## config.mk

```make
export PLATFORM = sky130hd
export DESIGN_NAME = de_stage
export DESIGN_NICKNAME = d
export VERILOG_FILES = /design/src/rtl/de_stage_pkg.sv /design/src/rtl/flopenrc.sv /design/src/rtl/de_stage.sv
export SDC_FILE = /design/constraint.sdc
export NUM_CORES = 1
export LEC_CHECK = 0
export CAP_MARGIN = 10
export CORE_MARGIN = 2
export CORE_UTILIZATION = 41
export CTS_BUF_LIST = sky130_fd_sc_hd__clkbuf_8
export CTS_CLUSTER_SIZE = 28
export DETAILED_ROUTE_END_ITERATION = 8
export PLACE_DENSITY = 0.88
export SLEW_MARGIN = 15
export SYNTH_ARGS = -nofsm -noshare
export SYNTH_HDL_FRONTEND = slang
export SYNTH_SLANG_ARGS = --single-unit
```

## constraint.sdc

```tcl
create_clock -name clk -period 2.7 [get_ports clk]
set_input_delay 0.675 -clock clk [delete_from_list [all_inputs] [get_ports clk]]
set_output_delay 0.675 -clock clk [all_outputs]
set_load 0.005 [all_outputs]
```

## src/rtl/de_stage_pkg.sv

```systemverilog
// Shared decode/execute definitions: control-bundle type, load-flag position
// and the per-edge action encoding used by the D->E pipeline register.
package de_stage_pkg;

   localparam int CTRLW_DEF       = 8;
   localparam int MEMREAD_BIT_DEF = 0;

   typedef logic [CTRLW_DEF-1:0] ctrl_t;

   typedef enum logic [1:0] {
      ACT_LOAD   = 2'd0,
      ACT_HOLD   = 2'd1,
      ACT_BUBBLE = 2'd2
   } act_e;

endpackage

```

## src/rtl/flopenrc.sv

```systemverilog
// Parametrised flop with synchronous reset, synchronous clear and enable.
// Priority: reset > clear > enable.
module flopenrc #(
   parameter int WIDTH = 8
) (
   input  logic             clk,
   input  logic             reset,
   input  logic             en,
   input  logic             clear,
   input  logic [WIDTH-1:0] d,
   output logic [WIDTH-1:0] q
);

   // storage element
   always_ff @(posedge clk) begin
      if (reset) begin
         q <= {WIDTH{1'b0}};
      end else if (clear) begin
         q <= {WIDTH{1'b0}};
      end else if (en) begin
         q <= d;
      end else begin
         q <= q;
      end
   end

endmodule

```

## src/rtl/de_stage.sv

```systemverilog
// Decode-to-execute pipeline register with load-use hazard detection,
// flush/stall handling and a saturating bubble counter.
module de_stage
   import de_stage_pkg::*;
#(
   parameter int WIDTH       = 32,
   parameter int REGW        = 5,
   parameter int CTRLW       = CTRLW_DEF,
   parameter int MEMREAD_BIT = MEMREAD_BIT_DEF,
   parameter int CNTW        = 16
) (
   input  logic             clk,
   input  logic             reset,
   input  logic             StallE,
   input  logic             FlushE,
   input  logic             ValidD,
   input  logic [CTRLW-1:0] CtrlD,
   input  logic [REGW-1:0]  RsD,
   input  logic [REGW-1:0]  RtD,
   input  logic [REGW-1:0]  RdD,
   input  logic [WIDTH-1:0] ReadData1D,
   input  logic [WIDTH-1:0] ReadData2D,
   input  logic [WIDTH-1:0] SignImmD,
   input  logic [WIDTH-1:0] PCPlus4D,
   output logic             ValidE,
   output logic [CTRLW-1:0] CtrlE,
   output logic [REGW-1:0]  RsE,
   output logic [REGW-1:0]  RtE,
   output logic [REGW-1:0]  RdE,
   output logic [WIDTH-1:0] ReadData1E,
   output logic [WIDTH-1:0] ReadData2E,
   output logic [WIDTH-1:0] SignImmE,
   output logic [WIDTH-1:0] PCPlus4E,
   output logic             LoadUseStallD,
   output logic [CNTW-1:0]  BubbleCount
);

   localparam logic [CNTW-1:0] CNT_MAX = {CNTW{1'b1}};

   function automatic logic [CNTW-1:0] sat_inc(input logic [CNTW-1:0] v);
      if (v == CNT_MAX) begin
         return v;
      end else begin
         return v + {{(CNTW-1){1'b0}}, 1'b1};
      end
   endfunction

   act_e            act_s;
   logic            en_s;
   logic            clear_s;
   logic            lus_s;
   logic [CNTW-1:0] cnt_r;

   assign lus_s = ValidE & ValidD & CtrlE[MEMREAD_BIT] & (RtE != {REGW{1'b0}})
                & ((RtE == RsD) | (RtE == RtD));
   assign LoadUseStallD = lus_s;
   assign BubbleCount   = cnt_r;

   // per-edge action select: flush > stall > load-use bubble > load
   always_comb begin
      act_s   = ACT_LOAD;
      en_s    = 1'b0;
      clear_s = 1'b0;
      if (FlushE) begin
         act_s = ACT_BUBBLE;
      end else if (StallE) begin
         act_s = ACT_HOLD;
      end else if (lus_s) begin
         act_s = ACT_BUBBLE;
      end else begin
         act_s = ACT_LOAD;
      end
      case (act_s)
         ACT_LOAD:   en_s    = 1'b1;
         ACT_BUBBLE: clear_s = 1'b1;
         ACT_HOLD:   en_s    = 1'b0;
         default:    clear_s = 1'b1;
      endcase
   end

   // bubble counter, stall-only edges leave it alone
   always_ff @(posedge clk) begin
      if (reset) begin
         cnt_r <= {CNTW{1'b0}};
      end else if (clear_s) begin
         cnt_r <= sat_inc(cnt_r);
      end else begin
         cnt_r <= cnt_r;
      end
   end

   flopenrc #(.WIDTH(1)) u_valid (
      .clk(clk), .reset(reset), .en(en_s), .clear(clear_s), .d(ValidD), .q(ValidE)
   );
   flopenrc #(.WIDTH(CTRLW)) u_ctrl (
      .clk(clk), .reset(reset), .en(en_s), .clear(clear_s), .d(CtrlD), .q(CtrlE)
   );
   flopenrc #(.WIDTH(REGW)) u_rs (
      .clk(clk), .reset(reset), .en(en_s), .clear(clear_s), .d(RsD), .q(RsE)
   );
   flopenrc #(.WIDTH(REGW)) u_rt (
      .clk(clk), .reset(reset), .en(en_s), .clear(clear_s), .d(RtD), .q(RtE)
   );
   flopenrc #(.WIDTH(REGW)) u_rd (
      .clk(clk), .reset(reset), .en(en_s), .clear(clear_s), .d(RdD), .q(RdE)
   );
   flopenrc #(.WIDTH(WIDTH)) u_rd1 (
      .clk(clk), .reset(reset), .en(en_s), .clear(clear_s), .d(ReadData1D), .q(ReadData1E)
   );
   flopenrc #(.WIDTH(WIDTH)) u_rd2 (
      .clk(clk), .reset(reset), .en(en_s), .clear(clear_s), .d(ReadData2D), .q(ReadData2E)
   );
   flopenrc #(.WIDTH(WIDTH)) u_imm (
      .clk(clk), .reset(reset), .en(en_s), .clear(clear_s), .d(SignImmD), .q(SignImmE)
   );
   flopenrc #(.WIDTH(WIDTH)) u_pc4 (
      .clk(clk), .reset(reset), .en(en_s), .clear(clear_s), .d(PCPlus4D), .q(PCPlus4E)
   );

endmodule

```

==> flow_metrics.tcl, run 1 <==
set metrics [dict create \
    worstMarginPinSlew_ns 0.350 \
    seqPwrFrac 0.504 \
    fill_cells 1112 \
    final_hold_viol_count 0 \
    drv_slew 0 \
    rows 44 \
    vias 6647 \
    period_needed_ns 2.68 \
    cp_max_fo 3 \
    cp.arrival_ns 2.01 \
    overflow 0 \
    dp_hpwl_mm 14.7 \
    setup_tns_ns 0 \
    synth_top_area_cell "dfxtp_1" \
    clkPwrFrac 0.369 \
    fp.dieW_um 127 \
    clkTransAtPathRegs_ns 0.09 \
    syn2layout_area_growth_pct 66.8 \
    routed_wl_mm 20.0 \
    drt-vias-per-instance 5.10 \
    gp_congestion 0.825 \
    ys_seq_area_frac 0.542 \
    grt_pass1_wl_mm 31.7 \
    setup_ws_ns 0.0155 \
    start_kind "primary input" \
    powerDensity_mw_per_mm2 489 \
    cp_data_required_time_ns 2.03 \
    slew-limit-headroom 0.766 \
    drc_errors 0 \
    drt_iter0_markers 410 \
    ys_seq_elements 168 \
    skew_ns 0.0139 \
    swShare 0.239 \
    dieArea_mm2 0.0161 \
    cts.sinks 168 \
    grtUsageTotal 0.245 \
    finalCritPeriodShare 0.994 \
    yosys-top-cells-count "nand2_1, dfxtp_1, a21oi_1" \
    maxCapViolCount 0 \
    clkLatencyLatePin_ns 0.44 \
    comb_power_share 0.127 \
    yosys_warnings 0 \
    boundaryPins 325 \
    core_mm2 0.0146 \
    finalSetupViolations 0 \
    async_flop_share 0 \
    synthDistinctLibCells 33 \
    outcome "completed" \
    power.internal_uw 3860 \
    portBuffers 324 \
    yosysMostFrequentCell "nand2_1" \
    synth_top_area_frac 0.542 \
    numCtsBuffers 17 \
    syn_avg_cell_area_um2 7.89 \
    r2r_setup_slack_ns 0.35 \
    stdcell_area_mm2 0.0104 \
    start_util 0.424 \
    post-route-util 0.707 \
    die_h_um 127 \
    wl_per_cell_um 15.4 \
    ys_top_cells_by_area "dfxtp_1, nand2_1, a21oi_1, clkbuf_1, buf_2" \
    antenna_found_initial 1 \
    peakVddDrop_mv 0.307 \
    grt_pass1_vias 6511 \
    critPathKind "in2out" \
    endpoint_kind "primary output" \
    pre_cts_ws_ns -0.274 \
    clock-root-buffer "clkbuf_8" \
    grt_max_degree 61 \
    power_switching_uw 1210 \
    placedCellCount 1269 \
    firstDrtPassIters 5 \
    syn_area_mm2 0.00621 \
    synth_edf_count 0 \
    synthFlopType "dfxtp_1" \
    cts_buffer_depth 2 \
    htree_levels 4 \
    fmax_mhz 373 \
    drive_gt1_frac 0.0689 \
    final_cells 1304 \
    netlist_instances 787 \
    min_path_type "reg2reg" \
    antenna_left 0 \
    nNetsFinal 1262 \
    synth_nets 944 \
    p_leak_uw 0.00366 \
    dpl-instance-area_mm2 0.00989 \
    cts_tree "done" \
]
-- cells by family after synthesis --
family | Yosys count | share of synthesized area
compound gates | 189 | 0.165
buf+inv | 60 | 0.0419
flops | 168 | 0.542
xor+xnor | 10 | 0.0141
mux | 2 | 0.00363
simple gates | 357 | 0.232
fa+ha+maj | 1 | 0.00201
-- layout by cell type (no fill, tap or decap), types with 3 or more instances in the layout --
cell type and instances:
clkdlybuf4s50_1 316, nand2_1 310, dfxtp_1 166, a21oi_1 166, clkbuf_8 18, buf_12 16
buf_4 14, nor2_1 10, o31ai_1 10, xor2_1 8, or4_1 8, nand3_1 8
dlymetal6s2s_1 6, inv_1 5, and3_1 4, or3_1 4, clkinv_2 4, inv_6 4
a41o_1 3, nor4_1 3, o2111ai_1 3, bufinv_16 3
-- routing by layer --
layer,wire length [um],GRT usage,share of wire,vias up
met1,7480,0.265,0.37,3045
met5,0,0,0,-
met2,9850,0.421,0.49,308
met4,871,0.118,0.043,0
met3,1840,0.0934,0.092,57
li1,-,-,-,3237
-- state kept, by name (all words and copies together), names as in the netlist --
signal / count
BubbleCount: 16
u_rd2.q: 32
u_valid.q: 1
u_pc4.q: 32
u_rs.q: 5
u_rd.q: 5
u_imm.q: 32
u_rt.q: 5
u_rd1.q: 32
u_ctrl.q: 8
-- per-stage QoR --
stage               total power, uW  hold WS (ns)
finish                         5070         0.456
CTS                            5120         0.458
detailed placement             3250         0.446
global placement               3240         0.440
floorplan                      2810         0.453
global route                   5300         0.470
-- power by group through the flow --
stage               registers, uW  logic [uW]  clock network, uW
floorplan                    2620         194                  0
global placement             2610         630                  0
detailed placement           2620         637                  0
CTS                          2560         641               1930
global route                 2560         694               2040
finish                       2560         641               1870
-- path summary, 6_finish.rpt --
check / from / to / cells past startpoint
worst max-delay path: RtD[1] / LoadUseStallD / 6
worst min-delay path: u_pc4.q[22] / u_pc4.q[22] / 2
worst max register to register: u_rt.q[4] / BubbleCount[6] / 7
worst min register to register: u_pc4.q[22] / u_pc4.q[22] / 2
-- layout make-up --
type	instances	area (um2)	area share
Timing Repair Buffer	354	3680	0.355
Clock buffer	18	248	0.0239
Antenna cell	2	5.00	0.000483
Clock inverter	14	169	0.0163
Sequential cell	168	3370	0.325
Tap cell	184	230	0.0222
Multi-Input combinational cell	559	2640	0.255
Inverter	5	18.8	0.00181
-- worst max-delay path, stage by stage --
cell             delay (ns)
clkdlybuf4s50_1        0.53
xor2_1                 0.23
nor3_2                 0.08
a22oi_2                0.17
nor2_1                 0.07
dlygate4sd2_1          0.26
-- repair_timing --
item                                   in CTS  in global routing
endpoints found under the hold margin       0                  0
cloned                                      0                  0
hold buffers                                0                  0
setup buffers                               0                  1
gates resized for setup                     3                 12
pin swaps                                   3                  6
setup endpoints to repair                   1                  1
Power figures use the tool's default switching activity.
==> inputs of run 2 (changes only) <==
Settings changed: ABC_AREA set to 1, CORE_UTILIZATION 41 to 42, PLACE_DENSITY 0.88 to 0.87.
==> flow_metrics.tcl, run 2 <==
set metrics [dict create \
    grt_setup_unrepaired "no" \
    clock-root-buffer "clkbuf_8" \
    clkTransAtPathRegs_ns 0.08 \
    portBuffers 324 \
    finalCritPeriodShare 0.963 \
    ys_seq_area_frac 0.492 \
    slew-limit-headroom 0.548 \
    synthFlopType "dfxtp_1" \
    period_needed_ns 2.60 \
    drt-vias-per-instance 5.38 \
    antenna_found_initial 0 \
    drv_slew 0 \
    worstMarginPinSlew_ns 0.678 \
    yosysMostFrequentCell "nand2_1" \
    min_path_type "reg2reg" \
    ys_top_cells_by_area "dfxtp_1, nand4_1, a21oi_1, nand2_1, clkbuf_1" \
    maxCapViolCount 0 \
    slowest_delay_ns 0.50 \
    drt_iter0_markers 582 \
    die_h_um 132 \
    htree_levels 4 \
    grt_pass1_vias 6962 \
    cp.arrival_ns 1.93 \
    wl_per_cell_um 16.8 \
    multi_input_area_mm2 0.00304 \
    grt_pass1_wl_mm 37.0 \
    dieArea_mm2 0.0173 \
    fmax_mhz 385 \
    start_kind "primary input" \
    yosys-top-cells-count "nand2_1, dfxtp_1, a21oi_1" \
    synth_top_area_frac 0.492 \
    gp_congestion 0.857 \
    core_mm2 0.0159 \
    cts_buffer_depth 2 \
    powerDensity_mw_per_mm2 485 \
    syn_avg_cell_area_um2 7.78 \
    peakVddDrop_mv 0.300 \
    start_util 0.430 \
    synth_top_area_cell "dfxtp_1" \
    synthDistinctLibCells 25 \
    syn2layout_area_growth_pct 56.6 \
    skew_ns 0.0165 \
    crit_chain "clkdlybuf4s50_1, inv_1, nand2_1, nand2_1, nor2_1, nand3_1, nand2_2, nand2_4, inv_1, dlygate4sd2_1" \
    numCtsBuffers 17 \
    vias 7462 \
    p_leak_uw 0.00372 \
    nNetsFinal 1315 \
    critPathSlowestCell "clkdlybuf4s50_1" \
    drc_errors 0 \
    firstDrtPassIters 5 \
    routed_wl_mm 23.3 \
    fp.dieW_um 132 \
    total_power_uw 5190 \
    dp_hpwl_mm 16.0 \
    finalSetupViolations 0 \
    netlist_instances 879 \
    fill_cells 1281 \
    cp_max_fo 3 \
    outcome "completed" \
    endpoint_kind "primary output" \
    antenna_left 0 \
    critPathKind "in2out" \
    boundaryPins 325 \
    synth_edf_count 0 \
    async_flop_share 0 \
    fin_hold_ws_ns 0.462 \
    drive_gt1_frac 0.0556 \
    final_common_cell "clkdlybuf4s50_1" \
    regArea_mm2 0.00336 \
    cts_tree "done" \
    grt_max_degree 129 \
    clkLatencyLatePin_ns 0.45 \
    ys_seq_elements 168 \
    syn_area_mm2 0.00684 \
    cp_data_required_time_ns 2.03 \
    rows 46 \
    final_hold_viol_count 0 \
    postCtsHoldBufs 0 \
    synth_nets 1036 \
    cts.sinks 168 \
    n_antenna_cell 0 \
    final_cell_mix "clkdlybuf4s50_1, nand2_1, dfxtp_1" \
    grtUsageTotal 0.261 \
    overflow 0 \
    yosys_warnings 0 \
]
## run 2: stage by stage
stage                     utilization  TNS [ns]  instance area [um2]  instances  setup slack [ns]
final                           0.674         0                10700       1386            0.0993
after global routing            0.674         0                10700       1386            0.0203
after CTS                       0.674         0                10700       1386             0.101
after detailed placement        0.648     -4.26                10300       1355            -0.220
after global placement          0.648     -2.47                10300       1355            -0.196
after floorplan                     -         0                 6840        879             0.445
## run 2: cells by family after synthesis
kind of cell	after synthesis	share of synthesized area
DFF	168	0.492
and+or+nand+nor	415	0.296
xor gates and xnor gates	15	0.0192
buffers and inverters	111	0.0675
AOI/OAI and AO/OA	169	0.124
adders and majority gates	1	0.00183
## run 2: layout make-up
class,instances,area share
clock buffer,18,0.0231
clock inverter,13,0.0168
inverter,26,0.00958
multi-input combinational,600,0.284
sequential,168,0.314
tap,216,0.0252
timing repair buffer,345,0.327
## run 2: where the power goes
group          leakage, uW  internal [uW]  switching [uW]
clock network     0.000215           1020             927
logic              0.00215            382             296
registers          0.00136           2530            32.3
total              0.00372           3930            1260
## run 2: what timing repair did
| action | 4_1_cts | 5_1_grt |
|---|---|---|
| gates resized for setup | 7 | 0 |
| setup endpoints to repair | 1 | 0 |
| buffers inserted | 0 | 0 |
## run 2: worst paths after layout
| kind | startpoint | to | slack [ns] | cells after the start |
|---|---|---|---|---|
| min | u_pc4.q[12] | u_pc4.q[12] | 0.46 | 2 |
| min reg2reg | u_pc4.q[12] | u_pc4.q[12] | 0.46 | 2 |
| max | RtD[4] | LoadUseStallD | 0.1 | 10 |
| max reg2reg | BubbleCount[0] | BubbleCount[5] | 0.54 | 9 |
## run 2: metal layers
layer / routed length (um) / track usage
met5: 0 / 0
met4: 885 / 0.118
met3: 1960 / 0.0795
met2: 11300 / 0.429
met1: 9130 / 0.314
## run 2: worst max-delay path: cells and delay by family
kind,cells,cell delay [ns]
buffers and inverters,4,0.83
and+or+nand+nor,6,0.42
